<file path="config.mk">
export PLATFORM = sky130hd
export DESIGN_NAME = uart_tx_fifo_flat
export DESIGN_NICKNAME = d
export VERILOG_FILES = /design/src/rtl/uart_pkg.sv /design/src/rtl/uart_tx_fifo_if.sv /design/src/rtl/sync_fifo.sv /design/src/rtl/uart_tx_fifo.sv /design/src/flat_wrapper.sv
export SDC_FILE = /design/constraint.sdc
export NUM_CORES = 1
export LEC_CHECK = 0
export BUFFER_PORTS_ARGS = -buffer_cell sky130_fd_sc_hd__clkbuf_2
export CORE_ASPECT_RATIO = 0.5
export CORE_MARGIN = 4
export CORE_UTILIZATION = 50
export CTS_CLUSTER_DIAMETER = 30
export DETAILED_ROUTE_END_ITERATION = 7
export GPL_TIMING_DRIVEN = 0
export HOLD_SLACK_MARGIN = 0.02
export PLACE_DENSITY = 0.66
export SETUP_SLACK_MARGIN = 0.5
export SLEW_MARGIN = 20
export SYNTH_ARGS = -nofsm -noshare
export SYNTH_HDL_FRONTEND = slang
export SYNTH_SLANG_ARGS = --single-unit
</file>
<file path="constraint.sdc">
create_clock -name clk -period 5.2 [get_ports clk]
set_input_delay 0.78 -clock clk [delete_from_list [all_inputs] [get_ports clk]]
set_output_delay 0.78 -clock clk [all_outputs]
set_load 0.02 [all_outputs]
</file>
<file path="src/rtl/uart_pkg.sv">
// uart_pkg: shared transmitter state encoding and baud divisor helper
package uart_pkg;
  typedef enum logic [1:0] {IDLE, START, DATA, STOP} tx_state_t;
  function automatic int calc_div(input int clock, input int baud);
    return clock / baud;
  endfunction
endpackage

</file>
<file path="src/rtl/uart_tx_fifo_if.sv">
// uart_tx_fifo_if: byte stream handshake into the transmit FIFO
interface uart_tx_fifo_if;
  logic [7:0] in_data;
  logic       in_valid;
  logic       in_ready;
  modport master (output in_data, output in_valid, input in_ready);
  modport slave (input in_data, input in_valid, output in_ready);
endinterface

</file>
<file path="src/rtl/sync_fifo.sv">
// sync_fifo: single-clock FIFO with occupancy count and show-ahead read data
module sync_fifo #(
  parameter int WIDTH = 8,
  parameter int DEPTH = 16
) (
  input  logic                     clk,
  input  logic                     rst,
  input  logic                     push,
  input  logic                     pop,
  input  logic [WIDTH-1:0]         din,
  output logic [WIDTH-1:0]         dout,
  output logic                     full,
  output logic                     empty,
  output logic [$clog2(DEPTH):0]   count
);
  localparam int AW = $clog2(DEPTH);
  logic [WIDTH-1:0] r_mem [DEPTH];
  logic [AW-1:0]    r_wptr, r_rptr;
  logic [AW:0]      r_count;
  logic             w_wr, w_rd;
  assign full  = r_count == (AW+1)'(DEPTH);
  assign empty = r_count == '0;
  assign count = r_count;
  assign dout  = r_mem[r_rptr];
  assign w_wr  = push && !full;
  assign w_rd  = pop && !empty;
  always_ff @(posedge clk)
    if (w_wr) r_mem[r_wptr] <= din;
  always_ff @(posedge clk) begin
    if (!rst) begin
      r_wptr  <= '0;
      r_rptr  <= '0;
      r_count <= '0;
    end else begin
      r_wptr  <= w_wr ? r_wptr + AW'(1) : r_wptr;
      r_rptr  <= w_rd ? r_rptr + AW'(1) : r_rptr;
      r_count <= r_count + (AW+1)'(w_wr) - (AW+1)'(w_rd);
    end
  end
endmodule

</file>
<file path="src/rtl/uart_tx_fifo.sv">
// uart_tx_fifo: 8N1 UART transmitter fed from a byte FIFO
module uart_tx_fifo
  import uart_pkg::*;
#(
  parameter int CLOCK = 50000000,
  parameter int BAUD  = 9600,
  parameter int DEPTH = 16
) (
  input  logic                   clk,
  input  logic                   rst,
  uart_tx_fifo_if.slave          s,
  output logic                   tx,
  output logic                   busy,
  output logic [$clog2(DEPTH):0] count
);
  localparam int DIV = calc_div(CLOCK, BAUD);
  localparam int CW  = $clog2(DIV);
  tx_state_t     r_state, w_next;
  logic [CW-1:0] r_baud;
  logic [2:0]    r_bit;
  logic [7:0]    r_shift;
  logic          r_tx, r_busy;
  logic          w_full, w_empty, w_push, w_pop, w_tick;
  logic [7:0]    w_dout;
  assign s.in_ready = !w_full;
  assign w_push     = s.in_valid && !w_full;
  assign w_tick     = r_baud == CW'(DIV - 1);
  assign tx         = r_tx;
  assign busy       = r_busy;
  sync_fifo #(.WIDTH(8), .DEPTH(DEPTH)) u_fifo (
    .clk   (clk),
    .rst   (rst),
    .push  (w_push),
    .pop   (w_pop),
    .din   (s.in_data),
    .dout  (w_dout),
    .full  (w_full),
    .empty (w_empty),
    .count (count)
  );
  always_ff @(posedge clk)
    r_state <= !rst ? IDLE : w_next;
  // STOP hands straight to START when another byte is waiting
  always_comb begin
    w_next = r_state;
    w_pop  = 1'b0;
    case (r_state)
      IDLE:  begin
        w_next = w_empty ? IDLE : START;
        w_pop  = !w_empty;
      end
      START: w_next = w_tick ? DATA : START;
      DATA:  w_next = (w_tick && r_bit == 3'd7) ? STOP : DATA;
      STOP:  begin
        w_next = !w_tick ? STOP : w_empty ? IDLE : START;
        w_pop  = w_tick && !w_empty;
      end
    endcase
  end
  // tx and busy are registered from the current state, so they trail it by one clock
  always_ff @(posedge clk) begin
    if (!rst) begin
      r_baud  <= '0;
      r_bit   <= '0;
      r_shift <= '0;
      r_tx    <= 1'b1;
      r_busy  <= 1'b0;
    end else begin
      r_baud  <= (w_pop || w_tick) ? '0 : r_baud + CW'(1);
      r_bit   <= r_state != DATA ? '0 : r_bit + 3'(w_tick);
      r_shift <= w_pop ? w_dout : (r_state == DATA && w_tick) ? r_shift >> 1 : r_shift;
      r_tx    <= r_state == START ? 1'b0 : r_state == DATA ? r_shift[0] : 1'b1;
      r_busy  <= r_state != IDLE || !w_empty;
    end
  end
endmodule
</file>
<file path="src/flat_wrapper.sv">
// flat-port wrapper written by rule: the top's interface ports become plain ports
module uart_tx_fifo_flat import uart_pkg::*;
#(
  parameter int CLOCK = 50000000,
  parameter int BAUD  = 9600,
  parameter int DEPTH = 16
)
  (clk, rst, tx, busy, count, s_in_data, s_in_valid, s_in_ready);
  uart_tx_fifo_if s_i ();
  input  logic clk;
  input  logic rst;
  output logic tx;
  output logic busy;
  output logic [$clog2(DEPTH):0] count;
  input wire logic [$bits(s_i.in_data)-1:0] s_in_data;
  input wire logic [$bits(s_i.in_valid)-1:0] s_in_valid;
  output wire logic [$bits(s_i.in_ready)-1:0] s_in_ready;
  assign s_i.in_data = s_in_data;
  assign s_i.in_valid = s_in_valid;
  assign s_in_ready = s_i.in_ready;
  uart_tx_fifo #(.CLOCK(CLOCK), .BAUD(BAUD), .DEPTH(DEPTH)) u_core (.clk(clk), .rst(rst), .s(s_i), .tx(tx), .busy(busy), .count(count));
endmodule
</file>
==> results.tsv <==
stage	metric	value	unit
status	outcome	finished, final reports clean	
synthesis	yosys_most_used_dff	edfxtp_1	
clock_network	clock_path_buffers	2	
timing	rsz0062_at_grt	no	
worst_setup_path	max_stage_delay	0.47	ns
clock_network	insertion_delay	0.42	ns
timing	fin_setup_tns	0	ns
cells_and_area	antennaDiodeCount	0	
clock_network	clkTransAtPathRegs	0.06	ns
die	die_h	91.9	um
clock_network	htree_levels	4	
die	std_cell_rows	30	
clock_network	cts_resized	0	
route	first_pass_iters	4	
route	via_count	3722	
timing	fmax	327	MHz
cells_and_area	final-seq-area	4740	um^2
timing	slew_viol_final	0	
route	wl_met1	6100	um
route	first_iter_violations	269	
synthesis	synth_area	7030	um^2
route	drc	0	
cells_and_area	area_growth	13.3	%
route	viasPerCell	5.48	
pwr	p_leak	0.00267	uW
timing	finalCriticalPeriod	3.06	ns
worst_setup_path	crit_path_max_fanout	9	
route	top_layer	met4	
timing	hold_viol	0	
pwr	power.density	459	nW/um^2
pwr	p_total	3650	uW
grt	grt_pass1_wl	21000	um
clock_network	cts_tree	done	
synthesis	async_flop_share	0	%
die	fp.dieW	176	um
synthesis	mappedNetlistNets	466	
synthesis	synthCells	436	
cells_and_area	multiInputGateArea	2170	um^2
die	die-area	16100	um^2
place	hpwl	8570	um
worst_setup_path	slowest_stage	nor3b_1	
die	ioPinCount	19	
worst_setup_path	endpoint_kind	flop	
worst_setup_path	start_kind	flop	
cells_and_area	layout.nets	504	
route	met2_length	5870	um
clock_network	root_buffer	clkbuf_16	
worst_setup_path	cpMostUsedCell	inv_1	
worst_hold_path	hp-class	reg -> reg	
flow_run	drv_cap	0	
clock_network	cts_setup_buffers	0	
pwr	ir_worst_vdd	233	uV
timing	slew_headroom	34.1	%
grt	antenna_found_initial	0	
place	gp_congestion	0.797	
grt	grt-ovfl-total	0	
timing	worstMarginPinSlew	0.985	ns
synthesis	seq_area_frac_synth	67.5	%
synthesis	ys_warn_count	0	
grt	grt_pass1_vias	3757	
synthesis	synth_cell_types	46	
synthesis	ys_ff_latch	173	
worst_setup_path	cp.arrival	3.37	ns
timing	finalClockSkew	0.00763	ns
clock_network	clock-sinks	173	
timing	timing.final.crit_share	58.8	%
die	core_area	13700	um^2
route	drt_wl_total	12900	um
timing	setup_viol	0	
route	wire_per_inst	19.0	um
cells_and_area	layout-drive-gt1-share	21.6	%
worst_setup_path	crit_chain	inv_1, ha_1, nor4b_2, nor3b_1, a31o_2, nand2b_1, nand2_1, ha_1, inv_1, fa_1, inv_1, a21oi_1, nor2_1, o21ai_0, and3_1	
clock_network	cts_made_buffers	17	
place	portBuffers	18	
grt	track_usage	17.4	%
synthesis	syn_avg_cell_area	16.1	um^2
die	start_util	51.5	%
worst_setup_path	critical_path_class	reg -> reg	
synthesis	synth_edf_count	128	
worst_setup_path	cp.required	5.51	ns
grt	grt_start_max_net_pins	17	
route	dr_wl_met3	759	um
route	ant_nets	0	
cells_and_area	fill_cells	1075	
clock_network	ctsHoldBuffers	0	
cell type report:
class | instances | share of cell area [%]
inverters | 14 | 0.660
plain buffers | 19 | 1.08
clock buffers | 19 | 5.44
multi-input cells | 230 | 27.2
flip-flops and latches | 173 | 59.6
repair buffers | 19 | 1.23
clock inverters | 13 | 1.78
well taps | 192 | 3.02
routing by layer:
layer | global-route usage, % | up-vias
met5 | 0 | -
met4 | 5.38 | 0
met3 | 4.74 | 14
met2 | 25.9 | 92
met1 | 25.3 | 1865
li1 | - | 1751
critical path, delay by kind of cell (launching register included):
| family | cells | cell delay [ns] |
|---|---|---|
| DFF | 1 | 0.38 |
| buffers and inverters | 3 | 0.21 |
| adders and majority gates | 3 | 0.76 |
| and+or+nand+nor | 6 | 1.14 |
| AOI/OAI and AO/OA | 3 | 0.47 |
kinds of logic after synthesis:
logic type	Yosys count	synth area share, %
compound gates	49	4.86
xor+xnor	19	2.37
fa+ha+maj	19	3.49
buf+inv	33	1.98
flops	173	67.5
mux	43	12.0
simple gates	100	7.88
per-stage QoR:
stage | instance area (um^2) | setup slack, ns | cells | hold slack (ns) | utilization, %
6_report | 7960 | 2.14 | 679 | 0.463 | 58.3
5_1_grt | 7960 | 1.87 | 679 | 0.533 | 58.3
4_1_cts | 7960 | 2.08 | 679 | 0.468 | 58.3
3_5_place_dp | 7390 | 2.10 | 647 | 0.453 | 54.1
3_3_place_gp | 7360 | 1.99 | 646 | 0.442 | 53.9
2_1_floorplan | 7030 | 2.35 | 436 | 0.426 | -
cell usage after synthesis (all sizes together) (9+ instances only):
| cell type | n | area share, % |
|---|---|---|
| mux4 | 32 | 10 |
| inv | 14 | 0.75 |
| edfxtp | 128 | 55 |
| dfxtp | 45 | 13 |
| nor2 | 33 | 1.8 |
| and2 | 10 | 0.89 |
| xnor2 | 13 | 1.6 |
| clkbuf | 10 | 0.53 |
| buf | 9 | 0.69 |
| ha | 18 | 3.2 |
| o21ai | 10 | 0.71 |
| a22oi | 14 | 1.5 |
| nand2 | 11 | 0.59 |
sequential cells by signal, indices dropped and copies added (netlist names), named ones only:
register and count:
u_core.u_fifo.count 5, u_core.tx 1, u_core.r_bit 3, u_core.u_fifo.r_rptr 4
u_core.u_fifo.r_wptr 4, u_core.u_fifo.r_mem 128, u_core.busy 1, u_core.r_shift 8
u_core.r_state 2, u_core.r_baud 13
worst paths after layout:
| check | startpoint | to | slack (ns) | cells past startpoint |
|---|---|---|---|---|
| worst min register to register | u_core.r_baud[0] | u_core.r_baud[0] | 0.46 | 1 |
| worst max-delay path | u_core.u_fifo.count[3] | u_core.u_fifo.count[4] | 2.14 | 15 |
| worst max register to register | u_core.u_fifo.count[3] | u_core.u_fifo.count[4] | 2.14 | 15 |
| worst min-delay path | u_core.r_baud[0] | u_core.r_baud[0] | 0.46 | 1 |
where the power goes:
part / total [uW] / internal, uW / switching (uW)
sequential: 1650 / 1590 / 61.3
clock: 1240 / 711 / 527
combinational: 767 / 349 / 418
placed cells by master, fill, tap and decap left out, types with 3 or more instances in the layout:
cell type,count
xnor2_1,13
mux2i_1,3
nand2_1,11
and2_1,10
o21ai_0,10
inv_1,14
dfxtp_1,45
xor2_1,6
edfxtp_1,128
nor2b_1,4
a21boi_0,5
ha_1,18
mux4_2,32
a21oi_1,3
mux2_2,8
a31oi_1,7
nand3_1,8
nand4_1,3
clkbuf_2,18
nand2b_1,4
nor3_1,3
o21a_1,3
clkinvlp_4,3
nor3_2,4
clkbuf_16,17
buf_2,6
clkbuf_1,12
a22oi_1,14
and3_1,7
nor2_1,33
Power figures use the tool's default switching activity.
